## src/rtl/mic1_run_ctrl_if.sv

```systemverilog
// Command channel between a debug host and the MIC-1 run controller.
// The host offers a command with cmd_valid; the controller accepts it
// when cmd_valid && cmd_ready.
interface mic1_run_ctrl_if #(
  parameter int CNT_W = 16
);
  logic             cmd_valid;
  logic             cmd_ready;
  logic [1:0]       cmd_op;
  logic [CNT_W-1:0] cmd_count;

  modport master (output cmd_valid, output cmd_op, output cmd_count, input cmd_ready);
  modport slave  (input cmd_valid, input cmd_op, input cmd_count, output cmd_ready);
endinterface

```

## src/rtl/mic1_run_ctrl.sv

```systemverilog
// MIC-1 run controller: free-run, single/multi-step, breakpoint and halt
// handling, plus a saturating count of executed microinstruction cycles.
module mic1_run_ctrl #(
  parameter int CNT_W = 16,
  parameter int CYC_W = 32
) (
  input  logic             clk,
  input  logic             reset,
  mic1_run_ctrl_if.slave   cmd,
  input  logic             bp_en,
  input  logic [31:0]      bp_addr,
  input  logic [31:0]      pc,
  input  logic             halt_req,
  output logic             run,
  output logic [1:0]       state,
  output logic             bp_hit,
  output logic             cmd_err,
  output logic [CYC_W-1:0] cycle_count
);

  typedef enum logic [1:0] {
    ST_IDLE   = 2'b00,
    ST_RUN    = 2'b01,
    ST_STEP   = 2'b10,
    ST_HALTED = 2'b11
  } state_t;

  localparam logic [1:0] OP_STOP  = 2'b00;
  localparam logic [1:0] OP_RUN   = 2'b01;
  localparam logic [1:0] OP_STEP  = 2'b10;
  localparam logic [1:0] OP_CLEAR = 2'b11;

  state_t             state_q, state_d;
  logic               first_q, first_d;
  logic [CNT_W-1:0]   remaining_q, remaining_d;
  logic               bp_hit_q, bp_hit_d;
  logic               cmd_err_q, cmd_err_d;
  logic [CYC_W-1:0]   cycle_count_q, cycle_count_d;

  logic accept;
  logic active;
  logic bp_match;
  logic stop_now;

  // Commands are taken every cycle outside reset; nothing is ever queued.
  assign cmd.cmd_ready = !reset;
  assign accept        = cmd.cmd_valid && !reset;

  // The first cycle after entering RUN/STEP ignores the breakpoint so that
  // resuming from the breakpoint PC actually executes that instruction.
  assign active   = (state_q == ST_RUN) || (state_q == ST_STEP);
  assign bp_match = bp_en && (pc == bp_addr) && !first_q;
  assign stop_now = halt_req || bp_match;
  assign run      = active && !stop_now;

  assign state       = state_q;
  assign bp_hit      = bp_hit_q;
  assign cmd_err     = cmd_err_q;
  assign cycle_count = cycle_count_q;

  // Next-state logic: exits ordered halt > breakpoint > STOP > step exhaustion.
  always_comb begin
    state_d       = state_q;
    first_d       = 1'b0;
    remaining_d   = remaining_q;
    bp_hit_d      = bp_hit_q;
    cmd_err_d     = 1'b0;
    cycle_count_d = cycle_count_q;

    if (run && (cycle_count_q != '1)) begin
      cycle_count_d = cycle_count_q + 1'b1;
    end
    if ((state_q == ST_STEP) && run && (remaining_q != '0)) begin
      remaining_d = remaining_q - 1'b1;
    end

    unique case (state_q)
      ST_IDLE: begin
        if (accept) begin
          unique case (cmd.cmd_op)
            OP_RUN: begin
              state_d = ST_RUN;
              first_d = 1'b1;
            end
            OP_STEP: begin
              if (cmd.cmd_count != '0) begin
                state_d     = ST_STEP;
                first_d     = 1'b1;
                remaining_d = cmd.cmd_count;
              end else begin
                cmd_err_d = 1'b1;
              end
            end
            OP_CLEAR: begin
              cycle_count_d = '0;
              bp_hit_d      = 1'b0;
            end
            default: ;
          endcase
        end
      end
      ST_RUN, ST_STEP: begin
        if (accept && (cmd.cmd_op != OP_STOP)) begin
          cmd_err_d = 1'b1;
        end
        if (halt_req) begin
          state_d = ST_HALTED;
        end else if (bp_match) begin
          state_d  = ST_IDLE;
          bp_hit_d = 1'b1;
        end else if (accept && (cmd.cmd_op == OP_STOP)) begin
          state_d = ST_IDLE;
        end else if ((state_q == ST_STEP) && run && (remaining_q == CNT_W'(1))) begin
          state_d = ST_IDLE;
        end
      end
      ST_HALTED: begin
        if (accept) begin
          if (cmd.cmd_op == OP_CLEAR) begin
            state_d       = ST_IDLE;
            cycle_count_d = '0;
            bp_hit_d      = 1'b0;
          end else if (cmd.cmd_op != OP_STOP) begin
            cmd_err_d = 1'b1;
          end
        end
      end
      default: state_d = ST_IDLE;
    endcase
  end

  // State and registered outputs; reset wins over everything.
  always_ff @(posedge clk) begin
    if (reset) begin
      state_q       <= ST_IDLE;
      first_q       <= 1'b0;
      remaining_q   <= '0;
      bp_hit_q      <= 1'b0;
      cmd_err_q     <= 1'b0;
      cycle_count_q <= '0;
    end else begin
      state_q       <= state_d;
      first_q       <= first_d;
      remaining_q   <= remaining_d;
      bp_hit_q      <= bp_hit_d;
      cmd_err_q     <= cmd_err_d;
      cycle_count_q <= cycle_count_d;
    end
  end

endmodule

```

## src/flat_wrapper.sv

```systemverilog
// flat-port wrapper written by rule: the top's interface ports become plain ports
module mic1_run_ctrl_flat 
#(
  parameter int CNT_W = 16,
  parameter int CYC_W = 32
)
  (clk, reset, bp_en, bp_addr, pc, halt_req, run, state, bp_hit, cmd_err, cycle_count, cmd_cmd_valid, cmd_cmd_op, cmd_cmd_count, cmd_cmd_ready);
  mic1_run_ctrl_if #(.CNT_W(CNT_W)) cmd_i ();
  input  logic clk;
  input  logic reset;
  input  logic bp_en;
  input  logic [31:0] bp_addr;
  input  logic [31:0] pc;
  input  logic halt_req;
  output logic run;
  output logic [1:0] state;
  output logic bp_hit;
  output logic cmd_err;
  output logic [CYC_W-1:0] cycle_count;
  input wire logic [$bits(cmd_i.cmd_valid)-1:0] cmd_cmd_valid;
  input wire logic [$bits(cmd_i.cmd_op)-1:0] cmd_cmd_op;
  input wire logic [$bits(cmd_i.cmd_count)-1:0] cmd_cmd_count;
  output wire logic [$bits(cmd_i.cmd_ready)-1:0] cmd_cmd_ready;
  assign cmd_i.cmd_valid = cmd_cmd_valid;
  assign cmd_i.cmd_op = cmd_cmd_op;
  assign cmd_i.cmd_count = cmd_cmd_count;
  assign cmd_cmd_ready = cmd_i.cmd_ready;
  mic1_run_ctrl #(.CNT_W(CNT_W), .CYC_W(CYC_W)) u_core (.clk(clk), .reset(reset), .cmd(cmd_i), .bp_en(bp_en), .bp_addr(bp_addr), .pc(pc), .halt_req(halt_req), .run(run), .state(state), .bp_hit(bp_hit), .cmd_err(cmd_err), .cycle_count(cycle_count));
endmodule
```

## config.mk

```make
export PLATFORM = sky130hd
export DESIGN_NAME = mic1_run_ctrl_flat
export DESIGN_NICKNAME = d
export VERILOG_FILES = /design/src/rtl/mic1_run_ctrl_if.sv /design/src/rtl/mic1_run_ctrl.sv /design/src/flat_wrapper.sv
export SDC_FILE = /design/constraint.sdc
export NUM_CORES = 1
export LEC_CHECK = 0
export BUFFER_PORTS_ARGS = -buffer_cell sky130_fd_sc_hd__buf_2
export CAP_MARGIN = 10
export CORE_MARGIN = 3
export CORE_UTILIZATION = 51
export CTS_CLUSTER_SIZE = 14
export DETAILED_ROUTE_END_ITERATION = 6
export PLACE_DENSITY = 0.81
export SLEW_MARGIN = 20
export SYNTH_ARGS = -nofsm -noshare
export SYNTH_HDL_FRONTEND = slang
export SYNTH_SLANG_ARGS = --single-unit
```

## constraint.sdc

```tcl
create_clock -name clk -period 2.58 [get_ports clk]
set_input_delay 0.258 -clock clk [delete_from_list [all_inputs] [get_ports clk]]
set_output_delay 0.258 -clock clk [all_outputs]
set_load 0.01 [all_outputs]
```

* After elaboration in Yosys (flattened, before gate mapping)
Cells that the tools add are included.
Cells by class: $add $sub $neg 2, $mul 0, divide/modulo/power cells 0, $lt $le $gt $ge 0, eq/ne operators 19, shifts and indexed selects 0, multiplexer cells 34, bitwise operators 2, reduce and logical (&&, ||, !) cells 25
Operators by type and width (count):
- 32-bit 2-to-1 mux | 4
- 16-bit 2-to-1 mux | 5
- 32-bit by 1-bit adder with 32-bit output, second input constant | 1
- 32-bit == test | 1
- 32-bit inequality test, second input constant | 1
- 16-bit nonzero test | 2
- 16-bit by 1-bit == test with 1-bit output, second input constant | 1
- 2-bit 2-to-1 mux | 8
- 16-bit by 1-bit subtractor with 16-bit output, second input constant | 1
- 1-bit 2-to-1 mux | 12
- 2-bit by 1-bit inequality test with 1-bit output, second input constant | 6
- 1-bit logical AND | 10
- 2-bit == test, second input constant | 4
- 2-bit one-hot mux with 3 select lines | 1
- 6-bit AND reduction | 1
- 5-bit by 2-bit inequality test with 1-bit output, second input constant | 1
- 2-bit by 1-bit == test with 1-bit output, second input constant | 2
- 2-bit logical NOT | 2
- 1-bit one-hot mux with 2 select lines | 2
- 2-bit one-hot mux with 2 select lines | 1
- 4-bit AND reduction | 1
- 2-bit OR reduction | 2
- 1-bit logical NOT | 3
- 3-bit by 2-bit inequality test with 1-bit output, second input constant | 1
- other kinds (7) | 9
Storage, ports and cells: register bits 53, bits in latches 0, RAM bits 0, bits in read-only memories 0, bits of input ports 87, output and inout port bits 38, logic and storage cells 88, memories kept 0

* Longest topological paths before layout
Gate-level depths: netlist of run 1.
depth in word-level cells 13, gate-level depth with buffers 9, mapped depth without buffers 8

* Worst setup path after synthesis of run 1
Ideal clock, no wire load.
path type reg-to-reg, start reg u_core.cycle_count_q[0] (netlist: u_core.cycle_count[0]), end reg u_core.cycle_count_q[17] (netlist: u_core.cycle_count[17]), library setup time 0.070 ns, arrival 2.349 ns, path slack 0.161 ns, cell stages (with the launch flop) 10, path buffers 2, path through dfxtp_1 ha_1 and4_1 and4_1 clkbuf_1 and3_1 clkbuf_1 nor3_1 or4b_1 a21oi_1
Between the ends: longest elaborated chain between the ends 6
Ends and longest elaborated chain:
- start: declaration | line mic1_run_ctrl.sv:38 | logic [CYC_W-1:0] cycle_count_q, cycle_count_d;
- start signal: assignment | line mic1_run_ctrl.sv:147 | cycle_count_q <= cycle_count_d;
- parallel branches: the longest is 2 deep, another holds 32-bit by 1-bit adder with 32-bit output
- 32-bit 2-to-1 mux * | line mic1_run_ctrl.sv:70 | if (run && (cycle_count_q != '1)) begin
- 32-bit 2-to-1 mux | line mic1_run_ctrl.sv:80, mic1_run_ctrl.sv:119
- 32-bit 2-to-1 mux | line mic1_run_ctrl.sv:79 | if (accept) begin
- 32-bit 2-to-1 mux *
Mark *: on every way between the ends. A chain may end at the register's enable or synchronous reset.

* Worst setup path in the final report of run 1
start reg u_core.remaining_q[2], end reg u_core.remaining_q[13]
Between the ends: longest elaborated chain between the ends 7
Ends and longest elaborated chain:
- start: declaration | line mic1_run_ctrl.sv:35 | logic [CNT_W-1:0] remaining_q, remaining_d;
- start signal: assignment | line mic1_run_ctrl.sv:144 | remaining_q <= remaining_d;
- parallel branches: the longest is 2 deep, another holds 16-bit by 1-bit subtractor with 16-bit output
- 16-bit 2-to-1 mux * | line mic1_run_ctrl.sv:73 | if ((state_q == ST_STEP) && run && (remaining_q != '0)) begin
- 16-bit 2-to-1 mux | line mic1_run_ctrl.sv:86 | if (cmd.cmd_count != '0) begin
- 16-bit 2-to-1 mux | line mic1_run_ctrl.sv:80 | unique case (cmd.cmd_op)
- 16-bit 2-to-1 mux | line mic1_run_ctrl.sv:79
- 16-bit 2-to-1 mux * | line mic1_run_ctrl.sv:77 | unique case (state_q)
Marked as above.

==> results.sh, run 1 <==
export IMPL_pwr_share_seq_pct=39.3
export IMPL_finClkSkew_ps=12.8
export IMPL_synth_mux_area_fraction_pct=1.92
export IMPL_rows=30
export IMPL_worst_setup_path_end_kind="flip-flop"
export IMPL_layout_cells_most_common="sky130_fd_sc_hd__buf_2"
export IMPL_crit_path_max_fanout=5
export IMPL_crit_path_top_delay_cell="sky130_fd_sc_hd__or4_1"
export IMPL_die_height_microns=90.6
export IMPL_overflow_left_after_global_routing=0
export IMPL_power_switching_fraction_pct=32.8
export IMPL_cap_viol_max_count=0
export IMPL_synth_top_family_by_area="simple AND/OR/NAND/NOR gates"
export IMPL_post_synth_instance_area_sq_um=3650
export IMPL_synth_compound_area_share_pct=17.4
export IMPL_hold_viol_final=0
export IMPL_layout_common_cells="124 x sky130_fd_sc_hd__buf_2, 53 x sky130_fd_sc_hd__dfxtp_1, 34 x sky130_fd_sc_hd__nand2_1, 32 x sky130_fd_sc_hd__xor2_1, 28 x sky130_fd_sc_hd__a21oi_1"
export IMPL_syn_avg_cell_area_sq_um=7.97
export IMPL_die_area_sq_um=8200
export IMPL_met1_usage_grt_pct=32.9
export IMPL_clk_pin_slew_ps=110
export IMPL_clock_sinks=53
export IMPL_gp_congestion=0.961
export IMPL_antenna_cells=0
export IMPL_die_w_microns=90.6
export IMPL_drt_wl_total_microns=11300
export IMPL_outcome="completed"
export IMPL_timing_critical_path_cells="or3_4 > or3b_4 > or2_4 > or4_1 > or4_1 > nand3_1"
export IMPL_worst_path_largest_cell_delay_ps=490
export IMPL_clock_root_buffer="sky130_fd_sc_hd__clkbuf_8"
export IMPL_critPathMostFrequentCell="sky130_fd_sc_hd__or4_1"
export IMPL_crit_type="flip-flop to flip-flop"
export IMPL_worst_path_buf_inv=0
export IMPL_grt_setup_unrepaired="false"
export IMPL_clk_insertion_delay_late_ps=320
export IMPL_post_cts_setup_buffer_count=0
export IMPL_grt_first_pass_wirelength_microns=18000
export IMPL_cellPowerDensity_nw_per_um2=492
export IMPL_grt_usage_pct=26.5
export IMPL_synth_top_cells_by_area="sky130_fd_sc_hd__dfxtp_1 29%, sky130_fd_sc_hd__xor2_1 7.7%, sky130_fd_sc_hd__a21oi_1 3.8%"
export IMPL_drc=0
export IMPL_worst_ep_arrival_time_ps=2770
export IMPL_post_synthesis_share_of_cell_area_spent_on_full_adders_half_adders_and_majority_gates_pct=3.77
export IMPL_cts_resized=0
export IMPL_cts_buffer_depth=2
export IMPL_port_buffer_count=124
export IMPL_ant_nets=0
export IMPL_synth_enable_flop_cells=0
export IMPL_antenna_violations_before_repair=0
export IMPL_setup_viol=0
export IMPL_final_min_period_over_clock_period_pct=97.0
export IMPL_comb_power_share_pct=30.5
export IMPL_yosys_area_share_simple_pct=36.1
export IMPL_drt_first_pass_iters=5
export IMPL_synth_yosys_seq_area_share_pct=29.1
export IMPL_netSwitchingPower_mw=0.742
export IMPL_yosys_top_cell_area_share_pct=29.1
export IMPL_first_global_vias=3851
export IMPL_worst_endpoint_required_ps=2840
export IMPL_synthToLayoutAreaGrowth_pct=26.1
export IMPL_grt_most_used_layer="met2"
export IMPL_fmaxAchievable_ghz=0.400
export IMPL_timing_max_slew_rel_slack_pct=37.8
export IMPL_finalHoldWorstSlack_ps=161
export IMPL_clock_tree_htree_level_count=2
export IMPL_gr_util_met3_pct=5.25
export IMPL_shortest_clock_period_the_worst_path_allows_after_layout_ps=2500
export IMPL_p_int_mw=1.52
export IMPL_part_of_the_total_power_dissipated_in_the_clock_network_pct=30.2
export IMPL_tritoncts_num_buffers=5
export IMPL_crit_path_start_kind="flip-flop"
export IMPL_cpLargestDelayFamily="simple AND/OR/NAND/NOR gates"
export IMPL_total_leakage_power_nw=1.98
export IMPL_nets=683
export IMPL_grtUsageMet2_pct=44.5
export IMPL_postSynthCellCount=458
export IMPL_postSynth_asyncResetShare_pct=0
export IMPL_synth_fp_nets=556
export IMPL_tns_ps=0
export IMPL_synthXorXnorAreaFrac_pct=7.68
export IMPL_hpwl_microns=8730
export IMPL_ioPinCount=125
export IMPL_vias=4248
export IMPL_detail_route_vias_per_cell=6.23
export IMPL_yosys_most_used_dff="sky130_fd_sc_hd__dfxtp_1"
export IMPL_drive_gt1_share_pct=28.8
export IMPL_routed_wire_length_per_instance_microns=16.6
export IMPL_finalMaxSlewViolations=0
export IMPL_pin_count_of_the_biggest_net_entering_global_routing=37
export IMPL_postCtsHoldBufs=0
export IMPL_peakVddDrop_v=0.000284
export IMPL_synth_top_cell_by_area="sky130_fd_sc_hd__dfxtp_1"
export IMPL_cts_tree="done"
export IMPL_synth_cell_type_count=54
export IMPL_detail_route_iter0_violations=290
export IMPL_synth_yosys_warnings=0
export IMPL_max_slew_worst_pin_slew_ps=929
export IMPL_floorplan_initialDensity_pct=53.1
export IMPL_count_of_state_elements_after_synthesis=53
export IMPL_final_fill_count=564
export IMPL_holdCritPathClass="input pin to flip-flop"
export IMPL_design_core_area_sq_um=6870
cells in the mapped netlist, types with 4 or more instances:
cell,instances
sky130_fd_sc_hd__o21ai_0,17
sky130_fd_sc_hd__nand4_1,22
sky130_fd_sc_hd__mux2i_1,7
sky130_fd_sc_hd__a21oi_1,28
sky130_fd_sc_hd__or4_1,18
sky130_fd_sc_hd__and4_1,10
sky130_fd_sc_hd__o211ai_1,5
sky130_fd_sc_hd__or3_1,16
sky130_fd_sc_hd__nand2b_1,4
sky130_fd_sc_hd__and2_1,5
sky130_fd_sc_hd__dfxtp_1,53
sky130_fd_sc_hd__ha_1,11
sky130_fd_sc_hd__nor4_1,21
sky130_fd_sc_hd__clkbuf_1,22
sky130_fd_sc_hd__nand2_1,34
sky130_fd_sc_hd__nor2_1,22
sky130_fd_sc_hd__xor2_1,32
sky130_fd_sc_hd__and3_1,14
sky130_fd_sc_hd__a311oi_1,7
sky130_fd_sc_hd__o31ai_1,14
sky130_fd_sc_hd__inv_1,12
sky130_fd_sc_hd__nand3_1,24
sky130_fd_sc_hd__nor3_1,10
power by group through the flow:
stage	sequential (mW)	clock (mW)	combinational (mW)
2_1_floorplan	0.906	0	0.405
3_3_place_gp	0.904	0	0.656
3_5_place_dp	0.907	0	0.669
4_1_cts	0.888	0.690	0.673
5_1_grt	0.895	0.726	0.756
6_report	0.888	0.684	0.689
tightest hold or removal path: stages:
cell and delay, ps:
sky130_fd_sc_hd__buf_2 90, sky130_fd_sc_hd__a21oi_1 50, sky130_fd_sc_hd__nand3_1 60
sequential cells by signal, summed over array words and instances (netlist names):
name,cells
u_core.cmd_err,1
u_core.remaining_q,16
u_core.state,2
u_core.first_q,1
u_core.bp_hit,1
u_core.cycle_count,32
cell families after synthesis:
family,count (synthesis)
xor+xnor,32
fa+ha+maj,11
compound gates,93
mux,7
simple gates,224
buf+inv,38
flops,53
final timing paths:
check | startpoint | endpoint | slack [ps] | cells past startpoint
hold / removal | cmd_cmd_count[5] | u_core.remaining_q[5] | 160 | 3
setup reg to reg | u_core.remaining_q[2] | u_core.remaining_q[13] | 80 | 6
setup / recovery | u_core.remaining_q[2] | u_core.remaining_q[13] | 80 | 6
hold reg to reg | u_core.cycle_count[10] | u_core.cycle_count[10] | 500 | 2
metrics by stage:
step | setup WS [ps] | cell area (sq um) | cells | utilization (%) | power, mW
floorplan | 161 | 3650 | 458 | - | 1.31
global placement | 169 | 4460 | 674 | 65.0 | 1.56
detailed placement | 100 | 4460 | 674 | 65.0 | 1.58
CTS | 66.6 | 4600 | 682 | 66.9 | 2.25
global route | 6.95 | 4600 | 682 | 67.0 | 2.38
finish | 77.1 | 4600 | 682 | 67.0 | 2.26
routing by layer:
metal | routed length [microns] | up-vias
met3 | 943 | 30
li1 | - | 2024
met1 | 4560 | 1981
met2 | 5480 | 213
met5 | 0 | -
met4 | 319 | 0
final cells by class:
type	instances	area [sq um]	area share (%)
inverters	13	48.8	1.06
multi-input cells	367	2460	53.4
repair buffers	145	778	16.9
clock buffers	5	68.8	1.50
flip-flops and latches	53	1060	23.1
clock inverters	3	65.1	1.41
well taps	96	120	2.61
No activity file was read; power rests on OpenSTA's default activity.
==> run 2: changes to the inputs <==
- CORE_UTILIZATION: 51 -> 46
- PLACE_DENSITY: 0.81 -> 0.77
- clock period: 2.58 -> 2.05 ns (I/O delays scaled with it)
==> run 2 against run 1 <==
The run now ends with setup timing left; critical path depth unchanged; hold slack got worse by 27 ps; routed wire length increased by 25%; via count increased by 13%; first-iteration DRC count decreased by 1.0%; design area increased by 21%; non-clock buffer count increased by 77; sequential power increased by 25%; sequential share of layout area decreased by 3.6 points; global-route usage increased by 2.0 points; critical path type unchanged; highest routed layer unchanged.
==> results.sh, run 2 (same netlist as run 1, synthesis figures left out) <==
export IMPL_outcome="finished, violations left"
export IMPL_violations="setup timing"
export IMPL_die_w_microns=95.1
export IMPL_max_slew_worst_pin_slew_ps=512
export IMPL_rows=31
export IMPL_clock_sinks=53
export IMPL_worst_setup_path_end_kind="flip-flop"
export IMPL_ioPinCount=125
export IMPL_finClkSkew_ps=8.95
export IMPL_finalMaxSlewViolations=0
export IMPL_hpwl_microns=9580
export IMPL_numPlacedInstances=728
export IMPL_drc=0
export IMPL_fmaxAchievable_ghz=0.417
export IMPL_clock_tree_htree_level_count=2
export IMPL_cap_viol_max_count=0
export IMPL_floorplan_initialDensity_pct=48.7
export IMPL_drt_wl_total_microns=14100
export IMPL_synthToLayoutAreaGrowth_pct=52.2
export IMPL_layout_cells_most_common="sky130_fd_sc_hd__buf_2"
export IMPL_crit_type="flip-flop to flip-flop"
export IMPL_layout_cells_non_filler=762
export IMPL_grt_setup_unrepaired="true"
export IMPL_pin_count_of_the_biggest_net_entering_global_routing=43
export IMPL_cts_tree="done"
export IMPL_total_leakage_power_nw=2.47
export IMPL_worst_ep_arrival_time_ps=2650
export IMPL_gp_congestion=0.946
export IMPL_routed_wire_length_per_instance_microns=18.5
export IMPL_final_fill_count=554
export IMPL_clk_insertion_delay_late_ps=310
export IMPL_layout_common_cells="122 x sky130_fd_sc_hd__buf_2, 84 x sky130_fd_sc_hd__buf_4, 39 x sky130_fd_sc_hd__dfxtp_1, 33 x sky130_fd_sc_hd__nand2_1, 31 x sky130_fd_sc_hd__xor2_1"
export IMPL_clock_root_buffer="sky130_fd_sc_hd__clkbuf_8"
export IMPL_die_area_sq_um=9040
export IMPL_die_height_microns=95.1
export IMPL_largest_reg_flops=32
export IMPL_postCtsHoldBufs=0
export IMPL_hold_viol_final=0
export IMPL_cellPowerDensity_nw_per_um2=606
export IMPL_detail_route_iter0_violations=287
export IMPL_final_min_period_over_clock_period_pct=117
export IMPL_cts_buffer_depth=2
export IMPL_drt_first_pass_iters=6
export IMPL_vias=4780
export IMPL_ant_nets=0
export IMPL_worst_endpoint_required_ps=2310
export IMPL_crit_path_start_kind="flip-flop"
export IMPL_first_global_vias=4490
export IMPL_worst_slack_ps=-349
export IMPL_overflow_left_after_global_routing=0
export IMPL_timing_max_slew_rel_slack_pct=65.5
export IMPL_crit_path_max_fanout=2
export IMPL_post_route_util_pct=74.2
export IMPL_detail_route_vias_per_cell=6.27
export IMPL_nets=760
export IMPL_drive_gt1_share_pct=45.1
export IMPL_setup_viol=13
export IMPL_holdCritPathClass="input pin to flip-flop"
export IMPL_clk_pin_slew_ps=100
export IMPL_r2r_start="u_core.remaining_q[1]"
export IMPL_peakVddDrop_v=0.000338
export IMPL_grt_first_pass_wirelength_microns=20600
export IMPL_antenna_violations_before_repair=0
export IMPL_tritoncts_num_buffers=5
export IMPL_design_core_area_sq_um=7490
export IMPL_shortest_clock_period_the_worst_path_allows_after_layout_ps=2400
export IMPL_antenna_cells=0
export IMPL_port_buffer_count=124
export IMPL_hold_start="cmd_cmd_count[13]"
export IMPL_fin_total_pwr_mw=3.37
export IMPL_grt_usage_pct=28.4
export IMPL_worst_setup_path_startpoint="u_core.remaining_q[1]"
## run 2: cell count changes in the layout (fill, tap and decap cells not counted), sizes merged
cell / previous run / this run
clkbuf: 5 / 9
buf: 145 / 219
bufinv: 2 / 1
## run 2: path summary, 6_finish.rpt
path                            cells past startpoint  slack [ps]                      to
worst max-delay path                                6        -350  u_core.remaining_q[13]
worst max register to register                      6        -350  u_core.remaining_q[13]
worst min register to register                      2         500  u_core.cycle_count[10]
worst min-delay path                                3         130  u_core.remaining_q[13]
## run 2: critical path: stages, from the launching register on
cell and delay, ps:
sky130_fd_sc_hd__dfxtp_2 330, sky130_fd_sc_hd__or3_4 380, sky130_fd_sc_hd__or3b_4 390, sky130_fd_sc_hd__or2_4 260, sky130_fd_sc_hd__or4_4 490, sky130_fd_sc_hd__or4_1 420
sky130_fd_sc_hd__nand3_1 80
## run 2: repair_timing
item,4_1_cts,5_1_grt
endpoints found under the hold margin,0,0
buffers inserted,9,16
cloned,0,3
pin swaps,12,24
endpoints found under the setup margin,30,29
resized for setup,25,46
## run 2: per-stage QoR
| stage | area (sq um) | hold slack [ps] | setup TNS [ps] | setup WS (ps) |
|---|---|---|---|---|
| finish | 5550 | 134 | -2000 | -349 |
| global route | 5550 | 138 | -2940 | -391 |
| CTS | 5210 | 132 | -1460 | -312 |
| detailed placement | 4940 | 439 | -4770 | -368 |
| global placement | 4940 | 443 | -2280 | -330 |
| floorplan | 3710 | 314 | -1740 | -267 |
## run 2: report_power, final
group          switching (mW)  internal [mW]
logic                   0.746          0.764
registers              0.0326           1.08
clock network           0.378          0.368
total                    1.16           2.21
## run 2: layout make-up
type / instances / area (sq um) / area share, %
Multi-Input combinational cell: 367 / 2690 / 48.3
Timing Repair Buffer: 222 / 1510 / 27.1
Sequential cell: 53 / 1080 / 19.4
Tap cell: 99 / 124 / 2.23
Clock buffer: 6 / 72.6 / 1.31
Inverter: 13 / 50.0 / 0.901
Clock inverter: 2 / 38.8 / 0.698
## run 2: metal layers
| layer | share of wire, % | GRT usage (%) |
|---|---|---|
| met1 | 37 | 33.8 |
| met2 | 52 | 51.3 |
| met3 | 7.6 | 4.10 |
| met4 | 4.3 | 10.8 |
| met5 | 0 | 0 |
==> run 3: changes to the inputs <==
- GPL_TIMING_DRIVEN: default -> 1
- SKIP_LAST_GASP: default -> 1
==> run 3 against run 2 <==
Combinational power fell by 3%; the flow still finishes with violations (setup timing); setup slack improved by 28 ps; first-iteration DRC count rose by 29%; critical path depth did not move; core utilization fell by 0.57 points; register-to-register slack improved by 30 ps; design area fell by 0.77%; non-clock buffer count fell by 1; largest cell class unchanged; routed wire length fell by 2.3%.
==> results.sh, run 3 (same netlist as run 1, synthesis figures left out) <==
export IMPL_synthToLayoutAreaGrowth_pct=51.1
export IMPL_drive_gt1_share_pct=44.7
export IMPL_tritoncts_num_buffers=5
export IMPL_worst_slack_ps=-321
export IMPL_detail_route_vias_per_cell=6.15
export IMPL_design_core_area_sq_um=7490
export IMPL_overflow_left_after_global_routing=0
export IMPL_layout_cells_most_common="sky130_fd_sc_hd__buf_2"
export IMPL_final_min_period_over_clock_period_pct=116
export IMPL_finClkSkew_ps=10.3
export IMPL_drt_first_pass_iters=5
export IMPL_violations="setup timing"
export IMPL_grt_first_pass_wirelength_microns=20600
export IMPL_cap_viol_max_count=0
export IMPL_worst_endpoint_required_ps=2320
export IMPL_hold_start="cmd_cmd_count[13]"
export IMPL_grt_setup_unrepaired="true"
export IMPL_crit_path_start_kind="flip-flop"
export IMPL_shortest_clock_period_the_worst_path_allows_after_layout_ps=2370
export IMPL_pre_cts_slack_ps=-368
export IMPL_cts_buffer_depth=2
export IMPL_detail_route_iter0_violations=371
export IMPL_gp_congestion=0.946
export IMPL_die_height_microns=95.1
export IMPL_clock_root_buffer="sky130_fd_sc_hd__clkbuf_8"
export IMPL_r2r_endpoint="u_core.remaining_q[13]"
export IMPL_clock_sinks=53
export IMPL_worst_setup_path_end_kind="flip-flop"
export IMPL_setup_viol=13
export IMPL_total_leakage_power_nw=2.45
export IMPL_antenna_violations_before_repair=0
export IMPL_ff2ff_setup_slack_ps=-320
export IMPL_cts_tree="done"
export IMPL_clock_tree_htree_level_count=2
export IMPL_hpwl_microns=9580
export IMPL_clk_insertion_delay_late_ps=330
export IMPL_clk_pin_slew_ps=100
export IMPL_first_global_vias=4492
export IMPL_largest_reg_flops=32
export IMPL_vias=4682
export IMPL_antenna_cells=0
export IMPL_worst_ep_arrival_time_ps=2640
export IMPL_r2r_start="u_core.remaining_q[1]"
export IMPL_holdCritPathClass="input pin to flip-flop"
export IMPL_grt_usage_pct=28.4
export IMPL_fin_total_pwr_mw=3.32
export IMPL_floorplan_initialDensity_pct=48.7
export IMPL_finalMaxSlewViolations=0
export IMPL_postCtsHoldBufs=0
export IMPL_ant_nets=0
export IMPL_outcome="finished, violations left"
export IMPL_r2r_cells=6
export IMPL_drc=0
export IMPL_port_buffer_count=124
export IMPL_rows=31
export IMPL_crit_path_max_fanout=2
export IMPL_hold_viol_final=0
export IMPL_peakVddDrop_v=0.000340
export IMPL_pin_count_of_the_biggest_net_entering_global_routing=43
export IMPL_timing_max_slew_rel_slack_pct=67.5
export IMPL_post_route_util_pct=73.6
export IMPL_die_area_sq_um=9040
export IMPL_nets=759
export IMPL_drt_wl_total_microns=13800
export IMPL_layout_common_cells="123 x sky130_fd_sc_hd__buf_2, 84 x sky130_fd_sc_hd__buf_4, 39 x sky130_fd_sc_hd__dfxtp_1, 33 x sky130_fd_sc_hd__nand2_1, 31 x sky130_fd_sc_hd__xor2_1"
export IMPL_die_w_microns=95.1
export IMPL_crit_type="flip-flop to flip-flop"
export IMPL_ioPinCount=125
export IMPL_cellPowerDensity_nw_per_um2=603
export IMPL_fmaxAchievable_ghz=0.422
export IMPL_max_slew_worst_pin_slew_ps=483
export IMPL_hold_path_depth=3
export IMPL_routed_wire_length_per_instance_microns=18.1
export IMPL_hold_path_endpoint="u_core.remaining_q[13]"
run 3: how the worst max path moves through the flow:
stage | cells after the start | endpoint | start | slack (ps)
6_report | 6 | u_core.remaining_q[13] | u_core.remaining_q[1] | -320
5_1_grt | 6 | u_core.remaining_q[13] | u_core.remaining_q[1] | -370
4_1_cts | 6 | u_core.remaining_q[13] | u_core.remaining_q[1] | -310
3_5_place_dp | 6 | u_core.remaining_q[13] | u_core.remaining_q[1] | -370
3_3_place_gp | 6 | u_core.remaining_q[13] | u_core.remaining_q[1] | -330
2_1_floorplan | 6 | u_core.remaining_q[13] | u_core.remaining_q[1] | -270
run 3: area by class of cell:
type                    count  area (sq um)
inverters                  13          50.0
well taps                  99           124
flip-flops and latches     53          1080
multi-input cells         367          2670
fillers                   558          1970
clock buffers               6          72.6
repair buffers            221          1470
clock inverters             2          38.8
run 3: where the power goes:
part | internal (mW) | switching [mW]
clock network | 0.368 | 0.389
registers | 1.08 | 0.0317
logic | 0.734 | 0.722
run 3: timing repair:
item | in CTS | in global routing
endpoints found under the setup margin | 30 | 29
pin swaps | 12 | 26
buffers inserted | 9 | 16
gates cloned | 0 | 2
gates resized for setup | 22 | 44
run 3: metal layers:
metal  routed length (microns)  global-route usage, %  vias up
met1                      5110                   33.6     2173
met5                         0                      0        -
li1                          -                      -     2185
met2                      7060                   51.4      274
met3                      1060                   4.10       50
met4                       552                   10.8        0
run 3: worst max-delay path: stages, from the launching register on:
cell                      delay (ps)
sky130_fd_sc_hd__dfxtp_2         330
sky130_fd_sc_hd__or3_4           380
sky130_fd_sc_hd__or3b_4          390
sky130_fd_sc_hd__or2_4           250
sky130_fd_sc_hd__or4_4           480
sky130_fd_sc_hd__or4_1           410
sky130_fd_sc_hd__nand3_1          80
run 3: stage by stage:
stage	instance area [sq um]	setup TNS (ps)	instances	hold slack [ps]
floorplan	3710	-1740	458	314
global placement	4940	-2280	728	443
detailed placement	4940	-4770	728	439
CTS	5200	-1500	745	132
global route	5510	-3070	761	128
finish	5510	-1940	761	119
